<file path="src/rtl/vga_timing_gen.sv">
// Raster timing generator for the 640x480 @ 60 Hz VGA path (DrawX/DrawY/blank, hs/vs, frame_start).
// Optional frame counter output enabled by defining VGA_FRAME_CNT_EN.
module vga_timing_gen #(
    parameter int H_VISIBLE  = 640,
    parameter int H_FP       = 16,
    parameter int H_SYNC     = 96,
    parameter int H_BP       = 48,
    parameter int V_VISIBLE  = 480,
    parameter int V_FP       = 10,
    parameter int V_SYNC     = 2,
    parameter int V_BP       = 33,
    parameter int SYNC_DELAY = 2
) (
    input  logic        vga_clk,
    input  logic        reset_n,
    output logic [9:0]  DrawX,
    output logic [9:0]  DrawY,
    output logic        blank,
    output logic        hs,
    output logic        vs,
    output logic        frame_start
`ifdef VGA_FRAME_CNT_EN
    ,
    output logic [15:0] frame_count
`endif
);

    localparam int H_TOTAL = H_VISIBLE + H_FP + H_SYNC + H_BP;
    localparam int V_TOTAL = V_VISIBLE + V_FP + V_SYNC + V_BP;

    localparam logic [9:0] H_LAST   = 10'(H_TOTAL - 1);
    localparam logic [9:0] V_LAST   = 10'(V_TOTAL - 1);
    localparam logic [9:0] H_VIS    = 10'(H_VISIBLE);
    localparam logic [9:0] V_VIS    = 10'(V_VISIBLE);
    localparam logic [9:0] HS_START = 10'(H_VISIBLE + H_FP);
    localparam logic [9:0] HS_END   = 10'(H_VISIBLE + H_FP + H_SYNC);
    localparam logic [9:0] VS_START = 10'(V_VISIBLE + V_FP);
    localparam logic [9:0] VS_END   = 10'(V_VISIBLE + V_FP + V_SYNC);

    logic [9:0] x_nxt;
    logic [9:0] y_nxt;
    logic       blank_nxt;
    logic       hs_raw_nxt;
    logic       vs_raw_nxt;
    logic       fs_nxt;
    logic       hs_raw;
    logic       vs_raw;

    // Every registered output is decoded from the next-state counters so it
    // lines up with DrawX/DrawY in the same cycle.
    always_comb begin
        x_nxt = DrawX + 10'd1;
        y_nxt = DrawY;
        if (DrawX == H_LAST) begin
            x_nxt = '0;
            y_nxt = (DrawY == V_LAST) ? '0 : DrawY + 10'd1;
        end
        blank_nxt  = (x_nxt < H_VIS) && (y_nxt < V_VIS);
        hs_raw_nxt = !((x_nxt >= HS_START) && (x_nxt < HS_END));
        vs_raw_nxt = !((y_nxt >= VS_START) && (y_nxt < VS_END));
        fs_nxt     = (x_nxt == '0) && (y_nxt == '0);
    end

    // Free-running: no valid/ready handshake, state advances on every vga_clk.
    always_ff @(posedge vga_clk or negedge reset_n) begin
        if (!reset_n) begin
            DrawX       <= H_LAST;
            DrawY       <= V_LAST;
            blank       <= 1'b0;
            hs_raw      <= 1'b1;
            vs_raw      <= 1'b1;
            frame_start <= 1'b0;
        end else begin
            DrawX       <= x_nxt;
            DrawY       <= y_nxt;
            blank       <= blank_nxt;
            hs_raw      <= hs_raw_nxt;
            vs_raw      <= vs_raw_nxt;
            frame_start <= fs_nxt;
        end
    end

    // Sync delay line keeps hs/vs aligned with the mapper's registered RGB.
    generate
        if (SYNC_DELAY == 0) begin : g_no_dly
            assign hs = hs_raw;
            assign vs = vs_raw;
        end else begin : g_dly
            logic [1:0] sync_pipe [SYNC_DELAY];

            always_ff @(posedge vga_clk or negedge reset_n) begin
                if (!reset_n) begin
                    for (int i = 0; i < SYNC_DELAY; i++) begin
                        sync_pipe[i] <= 2'b11;
                    end
                end else begin
                    sync_pipe[0] <= {hs_raw, vs_raw};
                    for (int i = 1; i < SYNC_DELAY; i++) begin
                        sync_pipe[i] <= sync_pipe[i-1];
                    end
                end
            end

            assign hs = sync_pipe[SYNC_DELAY-1][1];
            assign vs = sync_pipe[SYNC_DELAY-1][0];
        end
    endgenerate

`ifdef VGA_FRAME_CNT_EN
    // Starts at all-ones so the first frame_start edge brings it to 0.
    always_ff @(posedge vga_clk or negedge reset_n) begin
        if (!reset_n) begin
            frame_count <= 16'hFFFF;
        end else if (fs_nxt) begin
            frame_count <= frame_count + 16'd1;
        end
    end
`endif

endmodule
</file>
<file path="config.mk">
export PLATFORM = sky130hd
export DESIGN_NAME = vga_timing_gen
export DESIGN_NICKNAME = d
export VERILOG_FILES = /design/src/rtl/vga_timing_gen.sv
export SDC_FILE = /design/constraint.sdc
export NUM_CORES = 1
export LEC_CHECK = 0
export CAP_MARGIN = 10
export CELL_PAD_IN_SITES_DETAIL_PLACEMENT = 0
export CELL_PAD_IN_SITES_GLOBAL_PLACEMENT = 1
export CORE_AREA = 10 10 73 75
export CTS_CLUSTER_DIAMETER = 100
export DETAILED_ROUTE_END_ITERATION = 8
export DIE_AREA = 0 0 83 85
export MAX_ROUTING_LAYER = met4
export PLACE_DENSITY_LB_ADDON = 0.1
export SETUP_SLACK_MARGIN = 0.3
export SYNTH_ARGS = -nofsm -noshare
export SYNTH_HDL_FRONTEND = slang
export SYNTH_SLANG_ARGS = --single-unit
</file>
<file path="constraint.sdc">
create_clock -name vga_clk -period 6 [get_ports vga_clk]
set_clock_uncertainty 0.1 [all_clocks]
set_input_delay 0.6 -clock vga_clk [delete_from_list [all_inputs] [get_ports vga_clk]]
set_output_delay 0.6 -clock vga_clk [all_outputs]
set_load 0.005 [all_outputs]
</file>
; ---- Word level (Yosys, flattened, before mapping)
; Index checks and enable logic that the tools add are counted.
[classes]
n_addsub = 2
magnitude_cmp = 6
eq_ne = 2
n_mux = 3
reduce_logical = 8
[op_table]
columns = operator, count
row1 = $mux W10, 3
row2 = $add A10 B1 Y10 const B, 2
row3 = $eq A10 B10 Y1 const B, 2
row4 = $logic_not A10 Y1, 2
row5 = $lt A10 B10 Y1 const B, 2
row6 = $lt A10 B9 Y1 const B, 2
row7 = $ge A10 B10 Y1 const B, 1
row8 = $ge A10 B9 Y1 const B, 1
row9 = $logic_and A1 B1 Y1, 4
row10 = $logic_not A1 Y1, 2
[totals]
register_bits = 28
input_bits = 2
output_inout_bits = 24
elab_cells = 29

; ---- Depth between registers and ports, before layout
[logic_depth]
word_depth = 6
ltp_mapped = 9
ltp_nobuf = 8

; ---- Least setup slack after synthesis
; Ideal clock, no wire load.
[synth_path]
path_type = reg2reg
from = register DrawX[0]
to = register frame_start
setup_ns = 0.096
arrival_ns = 2.003
required_time_ns = 5.804
setup_slack_ns = 3.801
stages_incl_launch_ff = 10
n_path_buf = 2
synth_period_minus_slack_ns = 2.199
cell_sequence = dfstp_2 -> ha_1 -> and4_1 -> buf_6 -> and3_4 -> buf_8 -> nand3_4 -> xor2_2 -> nand4_1 -> nor4_2
[synth_via]
elab_chain_len = 4
word_cells_on_any_way = 7
classes_between = 1 x add/sub / 1 x eq/ne / 2 x mux / 3 x reduce/logical
[synth_lines]
columns = element, line
row1 = "start, declared", 16  ; output logic [9:0] DrawX,
row2 = "start signal, assigned", 74  ; DrawX <= x_nxt;
row3 = $add A10 B1 Y10 or $eq A10 B10 Y1 (tied branches), "52, 54"
row4 = $mux W10, 54  ; if (DrawX == H_LAST) begin
row5 = $logic_not A10 Y1, 61  ; fs_nxt = (x_nxt == '0) && (y_nxt == '0);
row6 = $logic_and A1 B1 Y1 *, 61
row7 = net fs_nxt, 45  ; logic fs_nxt;
row8 = "end signal, assigned", 79  ; frame_start <= fs_nxt;
row9 = "end, declared", 21  ; output logic frame_start
; Mark *: on every way through the listed nets, which the timed path passes. The rest lies on a longest branch.

; ---- Worst setup path after layout
; Same ends and word-level chain as after synthesis.

==> results.toml <==
[synth]
syn_area_mm2 = 0.00165
synth_edf_count = 0
syn-num-nets = 175
synth_top_area_frac = 0.254
synth_area_leaders = "dfstp_2 25%, dfrtp_1 18%, xnor2_1 4.2%, o21ai_0 3.6%, nand2_1 3.6%"
synth-seq-cells = 28
yosysTopAreaCell = "dfstp_2"
ys_seq_area_frac = 0.436
syn_avg_cell_area_um2 = 9.73
yosys_warnings = 0
ys_async_sr_fraction = 1.00
synth_flop_cell = "dfstp_2"
ys_types = 52
syn_inst = 170

[drt]
detail-route-antenna-nets = 0
drt_wl_total_um = 3950
drc_errors = 0
dr.pass1.iters = 4
vias = 1331
drtIter0Drc = 121
drt-vias-per-instance = 5.55
wl_per_cell_um = 16.4

[job]
cap_violations = 0

[floorplanning]
row_count = 23
initial_core_util = 0.423
die_area_mm2 = 0.00706
die_h_um = 85
io_pins = 26
core_mm2 = 0.00391
die_w_um = 83

[outcome]
outcome = "complete, no violations"

[cts]
clockBufferDepth = 2
cts_resized = 0
cts_made_buffers = 3
cts_hold_buf = 0
clock-sinks = 28
clock_latency_ns = 0.27
cts_setup_buffers = 0
htree_levels = 1
clkTransAtPathRegs_ns = 0.09
cts_tree = "done"
cts_root_buffer = "clkbuf_8"

[setup_path]
start_kind = "flip-flop"
arrival_ns = 2.70
end_kind = "flip-flop"
r2r-end = "frame_start$_DFF_PN0_"
rrSetupSlack_ns = 3.39
crit_type = "flip-flop to flip-flop"
worstPathCellList = "ha_1 -> and4_1 -> nand3_4 -> nor3_1 -> xnor2_1 -> nand4_1 -> nor4_2"
crit_slowest_cell = "dfstp_2"
crit_fanout = 13
cp.required_ns = 6.09
timing.rr.start = "DrawX[0]$_DFF_PN1_"
slowest_delay_ns = 0.57
reg2reg_depth = 7

[timing]
fmax_mhz = 383
setup_viol = 0
layout_min_cycle_time_ns = 2.61
slew_viol_final = 0
hold_viol = 0
slew_headroom = 0.658
worstMarginPinSlew_ns = 0.513
final.setup.tns_ns = 0
rsz0062_at_grt = "false"
hold_slack_ns = 0.259
period_share = 0.436

[global_routing]
grt.total_usage = 0.119
grt_pass1_wl_um = 6880
overflow = 0
antenna_found_initial = 0
grt_max_degree = 29
grt_pass1_vias = 1323

[hold_path]
whs_path_depth = 0
holdPathEnd = "g_dly.sync_pipe[3]$_DFF_PN1_"
worstHoldPathType = "flip-flop to flip-flop"
min_from = "hs_raw$_DFF_PN1_"

[final_layout]
ff_latch_area_um2 = 721
mostFrequentLayoutCell = "clkdlybuf4s50_1"
fill_cells = 385
finalNetCount = 196
multi_input_area_um2 = 828
final_cell_mix = "25 x clkdlybuf4s50_1, 16 x dfstp_2, 16 x nand2_1"
drive_gt1_frac = 0.168
n_antenna_cell = 0
syn_to_final_growth_pct = 17.5

[place]
dp_hpwl_um = 2960
io_buffers = 25
place_congestion = 0.860

[power_and_ir_drop]
ir_drop_v = 0.0000736
power.leakage_nw = 0.726
power_density_mw_per_mm2 = 154
state kept, by name, summed over array words and instances, names as in the netlist:
name / count
hs: 1
vs: 1
hs_raw: 1
DrawX: 10
frame_start: 1
g_dly.sync_pipe: 2
DrawY: 10
blank: 1
vs_raw: 1
worst max-delay path by stage:
| stage | from | endpoint | slack (ns) |
|---|---|---|---|
| 2_1_floorplan | DrawX[0]$_DFF_PN1_ | frame_start$_DFF_PN0_ | 3.80 |
| 3_3_place_gp | DrawX[0]$_DFF_PN1_ | frame_start$_DFF_PN0_ | 3.55 |
| 3_5_place_dp | DrawX[0]$_DFF_PN1_ | frame_start$_DFF_PN0_ | 3.43 |
| 4_1_cts | DrawX[0]$_DFF_PN1_ | frame_start$_DFF_PN0_ | 3.42 |
| 5_1_grt | DrawX[0]$_DFF_PN1_ | frame_start$_DFF_PN0_ | 3.17 |
| 6_report | DrawX[0]$_DFF_PN1_ | frame_start$_DFF_PN0_ | 3.39 |
area by class of cell:
| type | count | share of cell area |
|---|---|---|
| clock buffer | 4 | 0.0232 |
| inverter | 8 | 0.0154 |
| multi-input combinational | 124 | 0.426 |
| sequential | 28 | 0.371 |
| tap | 50 | 0.0322 |
| timing repair buffer | 26 | 0.133 |
metal layers:
layer / routed length [um] / track usage / part of all wire
met3: 225 / 0.0258 / 0.057
met5: 0 / - / 0
met1: 1910 / 0.164 / 0.48
met4: 61 / 0.0372 / 0.015
met2: 1750 / 0.168 / 0.44
through the flow:
stage	instances	util	setup slack (ns)	area (um2)	total power, mW
detailed placement	236	0.485	3.43	1900	0.197
finish	240	0.497	3.39	1940	0.299
global placement	236	0.485	3.55	1900	0.197
global route	240	0.497	3.17	1940	0.313
floorplan	170	-	3.80	1650	0.192
CTS	240	0.497	3.42	1940	0.304
logic make-up (layout without fill, tap and decap cells):
| group | after synthesis | count (layout) | share of synthesized area |
|---|---|---|---|
| and+or+nand+nor | 75 | 75 | 0.274 |
| DFF | 28 | 28 | 0.436 |
| xor gates and xnor gates | 12 | 12 | 0.0681 |
| muxes | 2 | 2 | 0.0129 |
| adders and majority gates | 3 | 3 | 0.0227 |
| AOI/OAI and AO/OA | 32 | 32 | 0.123 |
| buffers and inverters | 18 | 38 | 0.0635 |
power by group:
group,internal (mW),leakage (nW),switching [mW]
Clock,0.0477,0.0228,0.0576
Sequential,0.189,0.324,0
Combinational,0.000998,0.379,0.00361
worst max-delay path, delay by kind of cell (launching register included):
family / cells / cell delay [ns]
adders and majority gates: 1 / 0.25
xor gates and xnor gates: 1 / 0.22
DFF: 1 / 0.57
and+or+nand+nor: 5 / 1.38
cells in the mapped netlist (all sizes together) (2+ instances only):
cell type  number
o211ai          2
dfrtp          12
and4            2
xnor2           8
nor2b           2
nor2           12
buf             9
nand4           8
nand3          10
a21boi          2
and3            6
o21ai          15
or2             2
ha              3
nor4            4
xor2            4
nor3            7
dfstp          16
inv             8
a21oi           3
nand2          16
Note: power is estimated with default switching activity, not from simulation.
